**src/rtl/seven_seg_ctrl.sv**
```systemverilog
// seven_seg_ctrl: N-digit multiplexed 7-segment controller.
//   clk, rst                    system clock, synchronous active-high reset
//   i_valid/o_ready             load handshake; a load is accepted only in IDLE
//   i_data, i_hex, i_blank_lz   value plus display mode, sampled together on accept
//   o_overflow                  the last committed value did not fit in N_DIGITS
//   seg {g,f,e,d,c,b,a}, an     registered segment and anode drives (an[0] = rightmost)
module seven_seg_ctrl #(
  parameter int unsigned N_DIGITS    = 4,
  parameter int unsigned DATA_W      = 14,
  parameter int unsigned REFRESH_DIV = 100000,
  parameter bit          ACTIVE_LOW  = 1'b1
) (
  input  logic                clk,
  input  logic                rst,
  input  logic                i_valid,
  input  logic [DATA_W-1:0]   i_data,
  input  logic                i_hex,
  input  logic                i_blank_lz,
  output logic                o_ready,
  output logic                o_overflow,
  output logic [6:0]          seg,
  output logic [N_DIGITS-1:0] an
);

  localparam int unsigned BCD_W = 4 * N_DIGITS;
  localparam int unsigned CNT_W = $clog2(DATA_W + 1);
  localparam int unsigned REF_W = (REFRESH_DIV > 1) ? $clog2(REFRESH_DIV) : 1;
  localparam int unsigned SEL_W = (N_DIGITS > 1) ? $clog2(N_DIGITS) : 1;

  function automatic logic [63:0] pow10(input int unsigned n);
    logic [63:0] r;
    r = 64'd1;
    for (int unsigned i = 0; i < n; i++) r = r * 64'd10;
    return r;
  endfunction

  localparam logic [63:0] DEC_LIM = pow10(N_DIGITS);
  localparam logic [63:0] HEX_LIM = 64'd1 << BCD_W;

  // Segment patterns in active-low form; inverted at the output for active-high boards.
  localparam logic [6:0] SEG_DASH  = 7'h3F;
  localparam logic [6:0] SEG_BLANK = 7'h7F;
  localparam logic [6:0] SEG_OFF   = ACTIVE_LOW ? 7'h7F : 7'h00;
  localparam logic [N_DIGITS-1:0] AN_OFF = ACTIVE_LOW ? {N_DIGITS{1'b1}} : {N_DIGITS{1'b0}};

  function automatic logic [6:0] decode(input logic [3:0] nib);
    logic [6:0] r;
    r = SEG_BLANK;
    case (nib)
      4'h0: r = 7'h40;
      4'h1: r = 7'h79;
      4'h2: r = 7'h24;
      4'h3: r = 7'h30;
      4'h4: r = 7'h19;
      4'h5: r = 7'h12;
      4'h6: r = 7'h02;
      4'h7: r = 7'h78;
      4'h8: r = 7'h00;
      4'h9: r = 7'h10;
      4'hA: r = 7'h08;
      4'hB: r = 7'h03;
      4'hC: r = 7'h46;
      4'hD: r = 7'h21;
      4'hE: r = 7'h06;
      4'hF: r = 7'h0E;
    endcase
    return r;
  endfunction

  typedef enum logic [1:0] {
    S_IDLE,
    S_CONV,
    S_COMMIT
  } state_t;

  state_t              state_q, state_d;
  logic [DATA_W-1:0]   sh_q, sh_d;
  logic [BCD_W-1:0]    bcd_q, bcd_d;
  logic [CNT_W-1:0]    cnt_q, cnt_d;
  logic                blz_pend_q, blz_pend_d;
  logic                ovf_pend_q, ovf_pend_d;
  logic [BCD_W-1:0]    disp_q, disp_d;
  logic                disp_blz_q, disp_blz_d;
  logic                ovf_q, ovf_d;
  logic [REF_W-1:0]    ref_q, ref_d;
  logic [SEL_W-1:0]    sel_q, sel_d;
  logic [6:0]          seg_q, seg_d;
  logic [N_DIGITS-1:0] an_q, an_d;

  logic [63:0]         data_ext;
  logic [BCD_W-1:0]    hex_val;
  logic [BCD_W-1:0]    bcd_adj;

  assign data_ext = 64'(i_data);

  // Hex digits come straight from the input, truncated or zero-padded to the display width.
  if (DATA_W >= BCD_W) begin : g_hex_trunc
    assign hex_val = i_data[BCD_W-1:0];
  end else begin : g_hex_pad
    assign hex_val = {{(BCD_W - DATA_W){1'b0}}, i_data};
  end

  // Load / conversion / commit sequencing.
  always_comb begin
    state_d    = state_q;
    sh_d       = sh_q;
    bcd_d      = bcd_q;
    cnt_d      = cnt_q;
    blz_pend_d = blz_pend_q;
    ovf_pend_d = ovf_pend_q;
    disp_d     = disp_q;
    disp_blz_d = disp_blz_q;
    ovf_d      = ovf_q;

    bcd_adj = bcd_q;
    for (int unsigned i = 0; i < N_DIGITS; i++) begin
      if (bcd_q[4*i +: 4] >= 4'd5) bcd_adj[4*i +: 4] = bcd_q[4*i +: 4] + 4'd3;
    end

    unique case (state_q)
      S_IDLE: begin
        if (i_valid) begin
          blz_pend_d = i_blank_lz;
          if (i_hex) begin
            ovf_pend_d = (data_ext >= HEX_LIM);
            bcd_d      = hex_val;
            state_d    = S_COMMIT;
          end else begin
            ovf_pend_d = (data_ext >= DEC_LIM);
            sh_d       = i_data;
            bcd_d      = '0;
            cnt_d      = CNT_W'(DATA_W);
            state_d    = S_CONV;
          end
        end
      end
      S_CONV: begin
        // The BCD MSB shifts out and is dropped; such values are already flagged as overflow.
        bcd_d = (bcd_adj << 1) | BCD_W'(sh_q[DATA_W-1]);
        sh_d  = sh_q << 1;
        cnt_d = cnt_q - 1'b1;
        if (cnt_q == CNT_W'(1)) state_d = S_COMMIT;
      end
      S_COMMIT: begin
        disp_d     = bcd_q;
        disp_blz_d = blz_pend_q;
        ovf_d      = ovf_pend_q;
        state_d    = S_IDLE;
      end
      default: state_d = S_IDLE;
    endcase
  end

  // Digit refresh timing.
  always_comb begin
    ref_d = ref_q + 1'b1;
    sel_d = sel_q;
    if (ref_q == REF_W'(REFRESH_DIV - 1)) begin
      ref_d = '0;
      sel_d = (sel_q == SEL_W'(N_DIGITS - 1)) ? '0 : sel_q + 1'b1;
    end
  end

  // Output stage: decode the selected digit from the committed display registers.
  logic [3:0] nib;
  logic       lz_blank;
  logic [6:0] pat;
  logic [N_DIGITS-1:0] onehot;

  always_comb begin
    nib      = '0;
    lz_blank = 1'b0;
    onehot   = '0;
    for (int unsigned i = 0; i < N_DIGITS; i++) begin
      onehot[i] = (sel_q == SEL_W'(i));
      if (sel_q == SEL_W'(i)) begin
        nib      = disp_q[4*i +: 4];
        lz_blank = (i != 0);
        for (int unsigned j = i; j < N_DIGITS; j++) begin
          if (disp_q[4*j +: 4] != 4'd0) lz_blank = 1'b0;
        end
      end
    end

    if (ovf_q) begin
      pat = SEG_DASH;
    end else if (disp_blz_q && lz_blank) begin
      pat = SEG_BLANK;
    end else begin
      pat = decode(nib);
    end

    seg_d = ACTIVE_LOW ? pat : ~pat;
    an_d  = ACTIVE_LOW ? ~onehot : onehot;
  end

  always_ff @(posedge clk) begin
    if (rst) begin
      state_q    <= S_IDLE;
      sh_q       <= '0;
      bcd_q      <= '0;
      cnt_q      <= '0;
      blz_pend_q <= 1'b0;
      ovf_pend_q <= 1'b0;
      disp_q     <= '0;
      disp_blz_q <= 1'b0;
      ovf_q      <= 1'b0;
      ref_q      <= '0;
      sel_q      <= '0;
      seg_q      <= SEG_OFF;
      an_q       <= AN_OFF;
    end else begin
      state_q    <= state_d;
      sh_q       <= sh_d;
      bcd_q      <= bcd_d;
      cnt_q      <= cnt_d;
      blz_pend_q <= blz_pend_d;
      ovf_pend_q <= ovf_pend_d;
      disp_q     <= disp_d;
      disp_blz_q <= disp_blz_d;
      ovf_q      <= ovf_d;
      ref_q      <= ref_d;
      sel_q      <= sel_d;
      seg_q      <= seg_d;
      an_q       <= an_d;
    end
  end

  assign o_ready    = (state_q == S_IDLE);
  assign o_overflow = ovf_q;
  assign seg        = seg_q;
  assign an         = an_q;

endmodule

```
**config.mk**
```make
export PLATFORM = sky130hd
export DESIGN_NAME = seven_seg_ctrl
export DESIGN_NICKNAME = d
export VERILOG_FILES = /design/src/rtl/seven_seg_ctrl.sv
export SDC_FILE = /design/constraint.sdc
export NUM_CORES = 1
export LEC_CHECK = 0
export CORE_MARGIN = 2
export CORE_UTILIZATION = 35
export CTS_BUF_LIST = sky130_fd_sc_hd__clkbuf_4 sky130_fd_sc_hd__clkbuf_8
export CTS_CLUSTER_SIZE = 8
export DETAILED_ROUTE_END_ITERATION = 7
export GPL_TIMING_DRIVEN = 0
export PLACE_DENSITY = 0.58
export SLEW_MARGIN = 40
export SYNTH_ARGS = -nofsm -noshare
export SYNTH_HDL_FRONTEND = slang
export SYNTH_SLANG_ARGS = --single-unit
```
**constraint.sdc**
```tcl
create_clock -name clk -period 2.5 [get_ports clk]
set_input_delay 0.5 -clock clk [delete_from_list [all_inputs] [get_ports clk]]
set_output_delay 0.5 -clock clk [all_outputs]
set_load 0.02 [all_outputs]
```
# Yosys cells after proc, flatten, opt, wreduce, memory -nomap -nowiden
# Memories as Yosys holds them, arrays and structs flattened.
# Index checks and enable logic that the tools add are counted.
[classes]
order_cmp = 6
bitwise_logic = 2
mux = 34
addsub = 7
n_reduce_logical = 13
eq_ne = 10
[ops]
columns = ["cell", "n"]
rows = [
  ["14-bit 2-to-1 mux", 3],
  ["4-bit 2-to-1 mux", 9],
  ["16-bit case mux with 2 select lines", 1],
  ["14-bit case mux with 2 select lines", 1],
  ["17-bit by 1-bit adder with 17-bit output (second input constant)", 1],
  ["17-bit equality test (second input constant)", 1],
  ["14-bit by 17-bit >= comparator with 1-bit output (second input constant)", 1],
  ["4-bit by 3-bit >= comparator with 1-bit output (second input constant)", 4],
  ["16-bit 2-to-1 mux", 1],
  ["16-bit by 1-bit OR with 16-bit output", 1],
  ["14-bit >= comparator (second input constant)", 1],
  ["7-bit 2-to-1 mux", 2],
  ["4-bit by 2-bit adder with 4-bit output (second input constant)", 3],
  ["4-bit nonzero test", 3],
  ["1-bit 2-to-1 mux", 10],
  ["2-bit 2-to-1 mux", 4],
  ["4-bit case mux with 2 select lines", 1],
  ["2-bit equality test (second input constant)", 3],
  ["2-bit inequality test (second input constant)", 3],
  ["2-bit AND reduction", 3],
  ["2-bit by 1-bit equality test with 1-bit output (second input constant)", 2],
  ["4-bit by 1-bit equality test with 1-bit output (second input constant)", 1],
  ["2-bit zero test", 2],
  ["4-bit inverter", 1],
  ["other kinds (10)", 10],
]
[totals]
regBits = 86
memories = 1
rom_bits = 112
word_cells = 87
[mem_list]
columns = ["memory", "words", "width", "rd", "rd_clocked_by_memory_dff", "write_ports", "line_no", "source"]
rows = [
  ["(no name shown)", 16, 7, 1, 0, 0, "49", "case (nib)"],
]

# Depth between registers and ports, before layout
[logic_depth]
word_depth = 10
ltp_mapped = 10

# Worst setup path after synthesis
# No wires, ideal clock.
[synth_timing]
kind = "reg-to-reg"
from = "reg sel_q[1]"
to = "reg seg_q[5] (netlist: seg[5])"
arrival_ps = 2016
slack_ps = 335
setup_time_ps = 148
path_stages_with_launch = 11
cell_sequence = "dfxtp_1 -> inv_1 -> ha_1 -> buf_6 -> nand3b_1 -> a221oi_1 -> inv_2 -> ha_1 -> mux2_1 -> nand2_1 -> o311ai_1"
[synth_between]
elab_chain_cells = 6
[synth_rtl]
columns = ["element", "line_no", "source"]
rows = [
  ["start: declaration", "86", "logic [SEL_W-1:0] sel_q, sel_d;"],
  ["start signal: assignment", "223", "sel_q <= sel_d;"],
  ["2-bit zero test / 2-bit by 1-bit equality test with 1-bit output (equally long branches)", "176", "if (sel_q == SEL_W'(i)) begin"],
  ["4-bit 2-to-1 mux / 1-bit 2-to-1 mux (equally long branches) (3 in a row)", "176", ""],
  ["4-bit 2-to-1 mux / 1-bit logical AND (equally long branches)", "176, 187", ""],
  ["memory 16 x 7 bit / 3-bit OR reduction (equally long branches)", "--", ""],
  ["end signal: assignment", "224", "seg_q <= seg_d;"],
  ["end: declaration", "87", "logic [6:0] seg_q, seg_d;"],
]
# Several ways; a longest one is shown, not always the timed one.
# A chain may end at the register's enable or synchronous reset.

# Worst setup path after layout
# Same ends and word-level chain as after synthesis.

==> metrics.cfg <==
[run_status]
status = finished, violations left
violations = DRC

[routing]
ant_nets = 0
drc = 3
wl_per_cell_um = 14.4
dr.pass1.iters = 8
vias_per_cell = 5.12
vias = 3452
drt_iter0_markers = 166
drt-total-wl_um = 9740

[timing]
slew_headroom = 0.558
hold-worst-slack_ps = 445
post-route-period-util = 0.918
tns_ps = 0
tightest_slew_ps = 663
clock.fmax_mhz = 436
skew_ps = 10.8
rsz0062_at_grt = false
fin_ws_ps = 205
hold_violations = 0
finalMaxSlewViolations = 0
period_minus_slack_ps = 2300
setup_viol = 0

[synthesis]
yosys-top-cells-area = dfxtp_1 41%, nor2_1 6.4%, ha_1 6.0%, nand2_1 5.3%, a21oi_1 3.7%
synthArstFlopShare = 0
avgSynthCellArea_um2 = 8.55
yosysUniqueCellTypes = 51
synth_top_area_frac = 0.415
synth_cells = 485
mappedNetlistNets = 524
synth-seq-cells = 86
synth_seq_area_share = 0.415
yosys.area.top_type = dfxtp_1
synth_edf_count = 0
synth.cell_area_mm2 = 0.00415
ys_warn_count = 0
synth_flop_cell = dfxtp_1

[critical_path]
start_kind = register
end_kind = register
cp_max_fo = 10
critPathRequiredTime_ps = 2710
path_class = register to register
crit_path_start = sel_q[1]
reg2reg_from = sel_q[1]
worst-endpoint-arrival_ps = 2510
rr_worst_depth = 10

[cts]
hold_buffers = 0
postCtsSetupBuffers = 0
cts_tree = done
cts_buffers = 9
cts_root_buf = clkbuf_8
cts.reportedPaths.clkPinSlew_ps = 80
htree_num_levels = 3
cts_buffer_depth = 2
clk_latency_ps = 370
cts.repair.resized = 0
cts_sinks = 86

[grt]
grt_pass1_wl_um = 16500
grt_max_degree = 13
antenna_found_initial = 0
overflow = 0
grt_pass1_vias = 3430
track_usage = 0.161

[power]
ir_drop_v = 0.000280
power_density_mw_per_mm2 = 596
p_leak_nw = 1.70

[floorplanning]
die_area_mm2 = 0.0127
start_util = 0.360
die_h_um = 113
core_mm2 = 0.0115
ios = 32
rows = 39
die_x_um = 113

[layout]
syn_to_final_growth_pct = 16.7
nets = 566
mostFrequentLayoutCell = dfxtp_1
drive_gt1_frac = 0.0678
diodes = 0
nFillCells = 1179
final_cells = 674
most-common-layout-cells = 86 x dfxtp_1, 71 x nor2_1, 59 x nand2_1, 31 x a21oi_1, 31 x clkdlybuf4s50_1
final_core_util = 0.420

[min_path]
hp-class = register to register
min_from = ref_q[0]
holdPathStages = 1

[placement]
hpwl_um = 7320
place_inst = 659
place_ws_ps = 41.5
port_buffers = 31
gp_congestion = 0.822

[job]
cap_viol_max_count = 0

metrics by stage:
stage | instance area (um^2) | total power [mW]
after floorplan | 4150 | 1.77
after global placement | 4640 | 1.91
after detailed placement | 4640 | 1.91
after CTS | 4840 | 2.93
after global routing | 4840 | 3.05
final | 4840 | 2.89
final timing paths:
check / slack, ps / to
max reg2reg: 200 / seg[5]
min: 450 / ref_q[0]
min reg2reg: 450 / ref_q[0]
max: 200 / seg[5]
registers in the layout, summed over array words and instances (netlist names):
register	flops
disp_q	16
disp_blz_q	1
o_overflow	1
seg	7
blz_pend_q	1
sel_q	2
sh_q	14
ref_q	17
ovf_pend_q	1
state_q	2
cnt_q	4
bcd_q	16
an	4
cells in the mapped netlist, types with 4 or more instances:
master,count
nand2_1,59
nand2b_1,13
o211ai_1,6
mux2i_1,8
nor2b_1,6
xnor2_1,13
nor2_1,71
and2_1,5
nor4_1,5
nor3_1,6
nand4_1,4
ha_1,20
nand3_1,11
buf_2,8
a31oi_1,5
a211oi_1,10
nor3b_1,5
xor2_1,11
o21ai_1,5
inv_1,18
o21ai_0,4
clkbuf_1,17
a21oi_1,31
a222oi_1,13
dfxtp_1,86
a311oi_1,7
layout make-up:
cell class                 instances  area (um^2)  share of cell area
clock buffer                      14          168              0.0346
multi-input combinational        350         2210               0.456
clock inverter                     1         30.0             0.00620
sequential                        86         1720               0.356
tap                              143          179              0.0370
inverter                          19         71.3              0.0147
buffer                            30          153              0.0315
timing repair buffer              31          310              0.0641
report_power, final:
group	switching, mW	internal (mW)
combinational	0.230	0.170
sequential	0.0508	1.43
clock	0.474	0.530
total	0.754	2.13
worst max-delay path: stages, from the launching register on:
cell      delay [ps]
dfxtp_1          380
inv_1             80
ha_1             190
buf_6            140
nand3b_1         180
a221oi_2         360
inv_2            100
ha_1             260
mux2_1           310
nand2_1           70
o311ai_1          80
metal layers:
layer	up-vias	track usage	wire length, um
li1	1783	-	-
met1	1586	0.197	4580
met2	75	0.274	4610
met3	8	0.0498	451
met4	0	0.0463	92
met5	-	0	0
cells by family (layout without fill, tap and decap cells):
| family | count (synthesis) | in the layout | share of synthesized area |
|---|---|---|---|
| XOR/XNOR | 24 | 24 | 0.0507 |
| flip-flops | 86 | 86 | 0.415 |
| multiplexers | 12 | 12 | 0.0302 |
| AO/OA/AOI/OAI | 96 | 96 | 0.165 |
| AND/OR/NAND/NOR | 198 | 198 | 0.225 |
| buffers and inverters | 49 | 95 | 0.0540 |
| adder cells (fa/ha/maj) | 20 | 20 | 0.0603 |
No activity file was read; power rests on OpenSTA's default activity.
